<file path="src/rtl/ind_pkg.sv">
// Shared types and constants for the indicator sequencer.
// Consumed by ind_seq_ctrl and ind_prescaler.
package ind_pkg;

  localparam int IND_W   = 3;
  localparam int PAT_LEN = 8;

  typedef enum logic [1:0] {
    ST_IDLE = 2'd0,
    ST_RUN  = 2'd1,
    ST_DONE = 2'd2
  } state_e;

  // Fixed indicator pattern, indexed by the step index.
  localparam logic [IND_W-1:0] PAT [PAT_LEN] = '{
    3'd0, 3'd4, 3'd1, 3'd3, 3'd6, 3'd2, 3'd7, 3'd5
  };

  function automatic logic [IND_W-1:0] first_idx(input logic down);
    return down ? {IND_W{1'b1}} : {IND_W{1'b0}};
  endfunction

  function automatic logic [IND_W-1:0] last_idx(input logic down);
    return down ? {IND_W{1'b0}} : {IND_W{1'b1}};
  endfunction

  // Natural 3-bit wrap in both directions.
  function automatic logic [IND_W-1:0] next_idx(input logic [IND_W-1:0] idx,
                                                input logic down);
    return down ? idx - 1'b1 : idx + 1'b1;
  endfunction

endpackage

</file>
<file path="src/rtl/ind_prescaler.sv">
// Step-rate prescaler: counts 0..load_val while enabled and emits a one-cycle
// tick on the terminal count; clear forces the count back to zero.
module ind_prescaler #(
  parameter int DIV_W = 8
) (
  input  logic             clk,
  input  logic             rst,
  input  logic             clear,
  input  logic             en,
  input  logic [DIV_W-1:0] load_val,
  output logic             tick
);

  logic [DIV_W-1:0] cnt;

  assign tick = en && !clear && (cnt == load_val);

  // load_val only changes together with clear, so cnt never passes it.
  always_ff @(posedge clk) begin
    if (rst || clear) begin
      cnt <= '0;
    end else if (en) begin
      cnt <= tick ? '0 : cnt + 1'b1;
    end
  end

endmodule

</file>
<file path="src/rtl/ind_seq_ctrl.sv">
// Rate-controlled sequencer for the 3-bit indicator pattern.
// Optional down-counting via the IND_SEQ_DIR_EN macro (adds the dir port).
module ind_seq_ctrl
  import ind_pkg::*;
#(
  parameter int DIV_W = 8
) (
  input  logic             clk,
  input  logic             rst,
  input  logic             start,
  input  logic             stop,
  input  logic             mode,
  input  logic [DIV_W-1:0] div,
`ifdef IND_SEQ_DIR_EN
  input  logic             dir,
`endif
  output logic             busy,
  output logic             done,
  output logic [IND_W-1:0] step_idx,
  output logic [IND_W-1:0] ind_out
);

  state_e           state;
  logic [DIV_W-1:0] div_l;
  logic             mode_l;
  logic             dir_l;
  logic             dir_in;
  logic             tick;
  logic             pre_clear;
  logic             run;

`ifdef IND_SEQ_DIR_EN
  assign dir_in = dir;
`else
  assign dir_in = 1'b0;
`endif

  assign run       = (state == ST_RUN);
  // Any command, or leaving RUN, parks the prescaler at zero.
  assign pre_clear = start || stop || !run;

  ind_prescaler #(.DIV_W(DIV_W)) u_pre (
    .clk      (clk),
    .rst      (rst),
    .clear    (pre_clear),
    .en       (run),
    .load_val (div_l),
    .tick     (tick)
  );

  // Priority: rst > stop > start > tick. stop outside RUN just lands in IDLE,
  // which is where IDLE/DONE go anyway.
  always_ff @(posedge clk) begin
    if (rst) begin
      state    <= ST_IDLE;
      step_idx <= '0;
      div_l    <= '0;
      mode_l   <= 1'b0;
      dir_l    <= 1'b0;
    end else if (stop) begin
      state <= ST_IDLE;
    end else if (start) begin
      state    <= ST_RUN;
      step_idx <= first_idx(dir_in);
      div_l    <= div;
      mode_l   <= mode;
      dir_l    <= dir_in;
    end else begin
      unique case (state)
        ST_RUN: begin
          if (tick) begin
            if (mode_l && (step_idx == last_idx(dir_l))) begin
              state <= ST_DONE;
            end else begin
              step_idx <= next_idx(step_idx, dir_l);
            end
          end
        end
        ST_DONE: state <= ST_IDLE;
        default: state <= ST_IDLE;
      endcase
    end
  end

  assign busy    = run;
  assign done    = (state == ST_DONE);
  assign ind_out = PAT[step_idx];

endmodule

</file>
<file path="config.mk">
export PLATFORM = sky130hd
export DESIGN_NAME = ind_seq_ctrl
export DESIGN_NICKNAME = d
export VERILOG_FILES = /design/src/rtl/ind_pkg.sv /design/src/rtl/ind_prescaler.sv /design/src/rtl/ind_seq_ctrl.sv
export SDC_FILE = /design/constraint.sdc
export NUM_CORES = 1
export LEC_CHECK = 0
export CELL_PAD_IN_SITES_DETAIL_PLACEMENT = 1
export CELL_PAD_IN_SITES_GLOBAL_PLACEMENT = 1
export CORE_UTILIZATION = 44
export CTS_BUF_LIST = sky130_fd_sc_hd__clkbuf_8
export DETAILED_ROUTE_END_ITERATION = 7
export GPL_TIMING_DRIVEN = 0
export PLACE_DENSITY_LB_ADDON = 0.1
export SLEW_MARGIN = 30
export SYNTH_ARGS = -nofsm -noshare
export SYNTH_HDL_FRONTEND = slang
export SYNTH_SLANG_ARGS = --single-unit
</file>
<file path="constraint.sdc">
create_clock -name clk -period 2.39 [get_ports clk]
set_input_delay 0.239 -clock clk [delete_from_list [all_inputs] [get_ports clk]]
set_output_delay 0.239 -clock clk [all_outputs]
set_load 0.01 [all_outputs]
</file>
==> impl_metrics.ini <==
[synthesis]
yosysWarnings = 0
synthFlopType = dfxtp_1
ys_seq_area_frac = 0.375
netlist_instances = 129
syn_area_sq_um = 1170
synth_cell_types = 32
syn_nets = 147
synth_edf_count = 0
async_flop_share = 0
syn_area_per_cell_sq_um = 9.10
synth-seq-cells = 22

[detailed_routing]
drt_iter0_markers = 7
via_per_inst = 5.24
drt_drc_violations_left = 0
vias = 944
routedWlPerCell_um = 13.9
drt-pass1-iter-count = 4
drt-total-wl_mm = 2.50
postRouteAntennaNets = 0

[timing]
worst_pin_slew_ns = 0.564
relSlewSlack = 0.623
fin_setup_tns_ns = 0
drv_slew = 0
period_needed_ns = 1.92
fin_crit_sh = 0.803
fin_ws_ns = 0.472
hold_viol = 0
worst_clock_skew_ns = 0.00132
clock.fmax_ghz = 0.521
grt_setup_unrepaired = no
setup_viol = 0

[final_layout]
layout.nets = 170
layout_commonest_cell = nand2_1
n_antenna_cell = 0
area_delta_synth_final_pct = 22.1
drive_gt1_frac = 0.113
layout_common_cells = nand2_1 (24), dfxtp_1 (22), clkdlybuf4s50_1 (18)

[die]
start_util = 0.469
die_area_sq_um = 2880
core_area_sq_um = 2500
rows = 18
die_x_um = 53.6
pin_count = 21
die_h_um = 53.6

[cts]
clk_path_buf_depth = 2
htree_levels = 1
root_buffer = clkbuf_8
cts.sinks = 22
tritoncts = done
cts_hold_buffers = 0
clock_latency_ns = 0.26
cts_made_buffers = 3
postCtsSetupBuffers = 0
cts_resized = 0
clkTransAtPathRegs_ns = 0.07

[setup_path]
crit_chain = ha_1, xor2_1, clkdlybuf4s50_1
endpoint_kind = output pin
crit_required_ns = 2.15
cp-start-kind = flop
worstSetupPathType = reg -> out
crit_slowest_cell = clkdlybuf4s50_1
slowest_delay_ns = 0.55
crit_fanout = 7
crit_arrival_ns = 1.68

[power_and_ir_drop]
p_leak_nw = 0.497
irDropWorstVdd_v = 0.000544
powerDensity_nw_per_um2 = 479

[global_routing]
met1_usage = 0.260
grt_overflow = 0
met2_usage = 0.338
grt_pass1_vias = 875
met3_usage = 0.0678
grt_pass1_wl_mm = 4.09
gr-max-usage-layer = met2
grt_start_max_net_pins = 12
grt_use_total = 0.203
antenna_found_initial = 0

[job]
drv_cap = 0

[min_path]
hold_class = in -> reg

[placement]
gp_congestion = 0.742
pre_cts_ws_ns = 0.530
dp_hpwl_mm = 1.90
io_buffers = 18

[outcome]
outcome = completed
worst max-delay path: cells and delay by family, from the launching register on:
kind                     cells  cell delay, ns
XOR/XNOR                     1            0.17
adder cells (fa/ha/maj)      1            0.26
buffers and inverters        1            0.55
flip-flops                   1            0.45
Yosys cell counts, types with 2 or more instances:
| cell | count | area (sq um) |
|---|---|---|
| xnor2_2 | 5 | 81.3 |
| o31ai_1 | 4 | 30.0 |
| nand4_1 | 4 | 25.0 |
| xnor2_1 | 4 | 35.0 |
| a21oi_1 | 10 | 50.1 |
| dfxtp_1 | 22 | 440 |
| nor3_1 | 2 | 10.0 |
| xor2_1 | 7 | 61.3 |
| mux2i_1 | 2 | 20.0 |
| nand2_1 | 24 | 90.1 |
| inv_1 | 4 | 15.0 |
| nor2_1 | 9 | 33.8 |
| and3_1 | 3 | 18.8 |
| nor2b_1 | 2 | 12.5 |
| o221ai_1 | 2 | 17.5 |
| clkbuf_1 | 4 | 15.0 |
| ha_1 | 5 | 62.6 |
| or3_1 | 2 | 12.5 |
metrics by stage:
step	cells	cell area, sq um	power (mW)	hold slack [ns]	utilization
after floorplan	129	1170	0.436	0.375	-
after global placement	177	1390	0.466	0.462	0.557
after detailed placement	177	1390	0.469	0.475	0.557
after CTS	180	1430	0.694	0.394	0.573
after global routing	180	1430	0.714	0.463	0.573
final	180	1430	0.686	0.399	0.573
sequential cells by signal, summed over array words and instances, names as in the netlist:
signal / flops
div_l: 8
mode_l: 1
state: 2
step_idx: 3
u_pre.cnt: 8
metal layers:
metal	wire length, um	vias to the layer above
li1	-	486
met1	1190	435
met2	1200	21
met3	96	2
met4	16	0
met5	0	-
cells by family after synthesis:
group / Yosys count / share of synthesized area
flip-flops: 22 / 0.375
buffers and inverters: 10 / 0.0362
adder cells (fa/ha/maj): 5 / 0.0533
AND/OR/NAND/NOR: 54 / 0.251
multiplexers: 2 / 0.0171
XOR/XNOR: 16 / 0.151
AO/OA/AOI/OAI: 20 / 0.116
worst paths after layout:
path               startpoint           to  slack [ns]  cells past startpoint
hold / removal           stop     state[0]        0.40                      2
setup reg to reg  step_idx[0]  step_idx[2]        0.62                      6
hold reg to reg      div_l[6]     div_l[6]        0.48                      2
setup / recovery  step_idx[0]   ind_out[1]        0.47                      3
cell type report:
class	count	area, sq um
inverters	4	15.0
multi-input cells	97	691
repair buffers	18	180
flip-flops and latches	22	440
fillers	307	1070
clock buffers	3	41.3
well taps	30	37.5
plain buffers	6	27.5
power by group:
part	internal, mW	switching (mW)
registers	0.374	0.00695
clock network	0.112	0.114
logic	0.0373	0.0408
No activity file was read; power rests on OpenSTA's default activity.
